**config.mk**
```make
export PLATFORM = sky130hd
export DESIGN_NAME = mem_stream_reader
export DESIGN_NICKNAME = d
export VERILOG_FILES = /design/src/rtl/mem_rd_pkg.sv /design/src/rtl/mem_regfile.sv /design/src/rtl/mem_stream_reader.sv
export SDC_FILE = /design/constraint.sdc
export NUM_CORES = 1
export LEC_CHECK = 0
export BUFFER_PORTS_ARGS = -buffer_cell sky130_fd_sc_hd__buf_2
export CORE_MARGIN = 4
export CORE_UTILIZATION = 55
export CTS_CLUSTER_SIZE = 14
export DETAILED_ROUTE_END_ITERATION = 10
export GPL_TIMING_DRIVEN = 0
export PLACE_DENSITY = 0.73
export SLEW_MARGIN = 20
export SYNTH_ARGS = -nofsm -noshare
export SYNTH_HDL_FRONTEND = slang
export SYNTH_SLANG_ARGS = --single-unit
```
**constraint.sdc**
```tcl
create_clock -name clk -period 4.4 [get_ports clk]
set_input_delay 0.88 -clock clk [delete_from_list [all_inputs] [get_ports clk]]
set_output_delay 0.88 -clock clk [all_outputs]
set_load 0.01 [all_outputs]
```
**src/rtl/mem_rd_pkg.sv**
```systemverilog
// Shared types and helpers for the stream reader of the register-array memory.
// Address wrap is an explicit compare so non-power-of-two depths visit each entry once.
package mem_rd_pkg;

  typedef enum logic [1:0] {IDLE, LOAD, STREAM, FIN} rd_state_t;

  localparam int DEF_WIDTH = 8;
  localparam int DEF_DEPTH = 7;

  function automatic int unsigned next_addr(input int unsigned addr,
                                            input int unsigned depth = DEF_DEPTH);
    return (addr == depth - 1) ? 32'd0 : addr + 32'd1;
  endfunction

endpackage

```
**src/rtl/mem_regfile.sv**
```systemverilog
// DEPTH x WIDTH flop array: one write port, one clear port (write wins), and
// one combinational read port. Out-of-range addresses match no entry.
module mem_regfile #(
  parameter int WIDTH = 8,
  parameter int DEPTH = 7,
  parameter int AW    = $clog2(DEPTH)
) (
  input  logic             clk,
  input  logic             rst_n,
  input  logic             wr_en,
  input  logic [AW-1:0]    wr_addr,
  input  logic [WIDTH-1:0] wr_data,
  input  logic             clr_en,
  input  logic [AW-1:0]    clr_addr,
  input  logic [AW-1:0]    rd_addr,
  output logic [WIDTH-1:0] rd_data
);

  logic [WIDTH-1:0] mem [DEPTH];

  always_ff @(posedge clk or negedge rst_n) begin
    if (!rst_n) begin
      for (int i = 0; i < DEPTH; i++) mem[i] <= '0;
    end else begin
      for (int i = 0; i < DEPTH; i++) begin
        if (wr_en && wr_addr == AW'(i))
          mem[i] <= wr_data;
        else if (clr_en && clr_addr == AW'(i))
          mem[i] <= '0;
      end
    end
  end

  always_comb begin
    rd_data = '0;
    for (int i = 0; i < DEPTH; i++)
      if (rd_addr == AW'(i)) rd_data = mem[i];
  end

endmodule

```
**src/rtl/mem_stream_reader.sv**
```systemverilog
// Sweeps count entries of the register array from start_addr (wrapping) and
// streams them on a valid/ready port, optionally clearing each entry as it is read.
module mem_stream_reader
  import mem_rd_pkg::*;
#(
  parameter int WIDTH = DEF_WIDTH,
  parameter int DEPTH = DEF_DEPTH,
  parameter int AW    = $clog2(DEPTH),
  parameter int CW    = $clog2(DEPTH + 1)
) (
  input  logic             clk,
  input  logic             rst_n,
  input  logic             wr_en,
  input  logic [AW-1:0]    wr_addr,
  input  logic [WIDTH-1:0] wr_data,
  input  logic             start,
  input  logic [AW-1:0]    start_addr,
  input  logic [CW-1:0]    count,
  input  logic             clr_on_read,
  output logic             out_valid,
  input  logic             out_ready,
  output logic [WIDTH-1:0] out_data,
  output logic [AW-1:0]    out_addr,
  output logic             busy,
  output logic             done,
  output logic             err
);

  localparam logic [AW:0]   DEPTH_A = (AW + 1)'(DEPTH);
  localparam logic [CW-1:0] DEPTH_C = CW'(DEPTH);

  rd_state_t        state;
  logic [AW-1:0]    addr;
  logic [AW-1:0]    nxt;
  logic [AW-1:0]    rd_addr;
  logic [CW-1:0]    remaining;
  logic [CW-1:0]    sat_count;
  logic             clr_flag;
  logic             hs;
  logic [WIDTH-1:0] mem_rd;
  logic [WIDTH-1:0] rd_word;

  assign nxt       = AW'(next_addr(32'(addr), DEPTH));
  assign rd_addr   = (state == LOAD) ? addr : nxt;
  assign hs        = (state == STREAM) && out_valid && out_ready;
  assign sat_count = (count > DEPTH_C) ? DEPTH_C : count;
  // A write landing on the entry being captured this cycle is forwarded.
  assign rd_word   = (wr_en && wr_addr == rd_addr) ? wr_data : mem_rd;

  mem_regfile #(.WIDTH(WIDTH), .DEPTH(DEPTH), .AW(AW)) u_regfile (
    .clk      (clk),
    .rst_n    (rst_n),
    .wr_en    (wr_en),
    .wr_addr  (wr_addr),
    .wr_data  (wr_data),
    .clr_en   (hs && clr_flag),
    .clr_addr (out_addr),
    .rd_addr  (rd_addr),
    .rd_data  (mem_rd)
  );

  // Scan controller; done and err default low so they only pulse for one cycle.
  always_ff @(posedge clk or negedge rst_n) begin
    if (!rst_n) begin
      state     <= IDLE;
      addr      <= '0;
      remaining <= '0;
      clr_flag  <= 1'b0;
      out_valid <= 1'b0;
      out_data  <= '0;
      out_addr  <= '0;
      busy      <= 1'b0;
      done      <= 1'b0;
      err       <= 1'b0;
    end else begin
      done <= 1'b0;
      err  <= 1'b0;
      case (state)
        IDLE: begin
          if (start) begin
            if ({1'b0, start_addr} >= DEPTH_A) begin
              err <= 1'b1;
            end else if (count == '0) begin
              done  <= 1'b1;
              state <= FIN;
            end else begin
              addr      <= start_addr;
              remaining <= sat_count;
              clr_flag  <= clr_on_read;
              busy      <= 1'b1;
              state     <= LOAD;
            end
          end
        end
        LOAD: begin
          out_data  <= rd_word;
          out_addr  <= addr;
          out_valid <= 1'b1;
          state     <= STREAM;
        end
        STREAM: begin
          if (hs) begin
            if (remaining > CW'(1)) begin
              addr      <= nxt;
              out_addr  <= nxt;
              out_data  <= rd_word;
              remaining <= remaining - CW'(1);
            end else begin
              out_valid <= 1'b0;
              busy      <= 1'b0;
              done      <= 1'b1;
              state     <= FIN;
            end
          end
        end
        FIN:     state <= IDLE;
        default: state <= IDLE;
      endcase
    end
  end

endmodule

```
==> results.md <==
- Worst skew pair latency: 0.36 ns
- Endpoints failing setup: 0
- Total gr overflow: 0
- Sink Count: 80
- Filler Cells Inserted: 661
- Number of synthesized flops with an enable pin: 0
- Initial cell density of the core: 56.53%
- Hold Vio Cnt, Final: 0
- Wire per inst: 20.38 um
- Crit start category: flop
- Core Footprint: 7687 um^2
- DR vias: 3872
- Gpl congestion: 0.9299
- Yosys reg bits: 80
- CTS tree: yes
- RSZ-0062 raised after global routing: false
- Post-Syn Area: 4345 um^2
- NumNets Final: 515
- Worst rel slew slack: 40.77%
- Synth Net Count: 476
- FFs w/ async S/R, synth: 100.0%
- Max Cap Viol: 0
- Initial antenna violation count: 0
- Max Slew Vio Count: 0
- DRT antenna net count: 0
- Tmin final: 2.515 ns
- Power Density: 754.0 nW/um^2
- Synthesized area per cell: 9.700 um^2
- Worst-Margin Slew: 0.8843 ns
- 1st-iter DRT viols: 427
- Arrival time at the worst endpoint: 2.78 ns
- Post-CTS Resized: 0
- Port bufs: 27
- Worst EP required: 4.67 ns
- Status: complete, no violations
- Die height: 96.89 um
- Total CTS buffers: 9
- Post-Synthesis Cells: 448
- Reg clk slew, reported paths: 0.09 ns
- DRC: 0
- Setup CP Type: flop to flop
- Period utilisation layout: 57.16%
- FMAX: 0.3976 GHz
- Hold Buf Count CTS: 0
- Setup WS pre-CTS: 1.800 ns
- IO Pins: 38
- Largest net degree at the start of global routing: 49
- Final Power: 3.652 mW
- Fraction of layout cells with a size suffix above 1: 14.84%
- Die width: 96.89 um
- Post-synth cell types: 50
- Clock Tree Root: clkbuf_8
- Main flop type after synthesis: dfrtp_1
- Worst-case clock buffer depth: 2
- First-pass GRT wire length: 19380 um
- Post-synthesis sequential area ratio: 46.07%
- Critical path fanouts, max: 10
- Peak supply drop: 401.8 uV
- Critical Path Sink Type: flop
- Avg Vias per Cell: 6.519
- Setup Buffers After CTS: 0
- Detail Placement HPWL: 8372 um
- Setup TNS: 0 ns
- Setup ws final: 1.885 ns
- Aggregate routed wire length: 12100 um
- Leak: 2.152 nW
- Layout Skew: 0.01114 ns
- HP Class: input pin to asynchronous set/reset pin
- Synth warnings: 0
- Drt pass-1 iters: 5
- Tot GR Track Use: 25.82%
- CTS H-Tree Depth: 3
- ANT cells: 0
- Vias in the first global route: 3667
- Area Growth Syn to Fin: 11.46%
- Rows: 32
- Die Area: 9387 um^2
## logic make-up after synthesis
logic type	Yosys count	share of synthesized area, %
adder cells (fa/ha/maj)	21	5.269
AND/OR/NAND/NOR	109	12.96
buffers and inverters	42	4.060
AO/OA/AOI/OAI	186	29.25
multiplexers	8	1.987
flip-flops	80	46.07
XOR/XNOR	2	0.4032
## flip-flops by register name, indices dropped and copies added, names as in the netlist
signal / count
busy: 1
addr: 3
done: 1
out_data: 8
state: 2
out_addr: 3
out_valid: 1
u_regfile.mem: 56
remaining: 3
clr_flag: 1
err: 1
## per-layer routing
layer  vias up  share of wire [%]  GRT usage (%)
met5         -                  0              0
met4         0                2.5          9.179
met3        31                7.5          5.696
met2       186                 47          39.65
met1      1897                 43          36.13
li1       1758                  -              -
## worst paths after layout
| check | startpoint | depth (start not counted) | endpoint | slack [ns] |
|---|---|---|---|---|
| min reg2reg | out_data[0] | 2 | out_data[0] | 0.48 |
| max in group asynchronous | rst_n | 2 | u_regfile.mem[0] | 3.36 |
| max | state[1] | 9 | out_data[5] | 1.88 |
| min in group clk | out_data[0] | 2 | out_data[0] | 0.48 |
| max reg2reg | state[1] | 9 | out_data[5] | 1.88 |
| min | rst_n | 1 | u_regfile.mem[52] | 0.46 |
## cell usage after synthesis (5+ instances only)
library cell	count	area share (%)
a211oi_1	8	1.4
nand2b_1	6	0.86
nor2b_1	6	0.86
a21oi_1	50	5.8
o31ai_1	16	2.8
mux2i_1	6	1.4
nor2_1	44	3.8
clkbuf_1	20	1.7
o21ai_0	28	3.2
nand2_1	22	1.9
o21ai_1	5	0.58
ha_1	5	1.4
inv_1	8	0.69
maj3_1	11	2.5
nand4b_1	8	1.6
a22o_1	56	11
dfrtp_1	80	46
nand3_1	7	0.81
a22oi_1	9	1.6
maj3_2	5	1.3
buf_2	9	1.0
## area by class of cell
| cell class | instances | area [um^2] | area share [%] |
|---|---|---|---|
| multi-input cells | 326 | 2167 | 44.74 |
| flip-flops and latches | 80 | 2002 | 41.33 |
| repair buffers | 28 | 165.2 | 3.410 |
| plain buffers | 33 | 142.6 | 2.945 |
| clock buffers | 10 | 137.6 | 2.842 |
| well taps | 102 | 127.6 | 2.635 |
| clock inverters | 6 | 67.56 | 1.395 |
| inverters | 9 | 33.78 | 0.6975 |
## metrics by stage
stage	std cells	utilization, %	area, um^2	hold WS, ns
after floorplan	448	-	4345	0.4609
after global placement	577	59.94	4608	0.4582
after detailed placement	578	60.34	4638	0.4628
after CTS	594	63.00	4843	0.4760
after global routing	594	63.00	4843	0.4896
final	594	63.00	4843	0.4558
## placed cells by master, fill, tap and decap left out, drive strengths merged, types with 4 or more instances in the layout
cell    synthesis  final
a211oi          9      9
nor2           45     45
ha              5      5
o21ai          33     33
nor2b           7      7
a22oi           9      9
buf            13     41
inv             9     10
maj3           16     16
clkbuf         20     30
a22o           56     56
a21oi          50     50
mux2i           6      6
nor3            4      4
nand4b          8      8
dfrtp          80     80
nand3           7      7
o31ai          16     16
nand2b          6      6
nand2          22     22
## power breakdown
group	leakage (nW)	internal [mW]	switching [mW]
combinational	1.05	0.755	1.15
clock	0.0989	0.280	0.289
sequential	1.00	0.993	0.184
total	2.15	2.03	1.62
## critical path, stage by stage (launching register included)
cell and delay (ns):
dfrtp_1 0.41, inv_1 0.09, ha_1 0.37, nand2b_1 0.14, buf_2 0.21, o31ai_1 0.30, a21oi_1 0.10, o21ai_0 0.38
a211oi_1 0.14, o31ai_1 0.27
(Power assumes the default switching activity.)
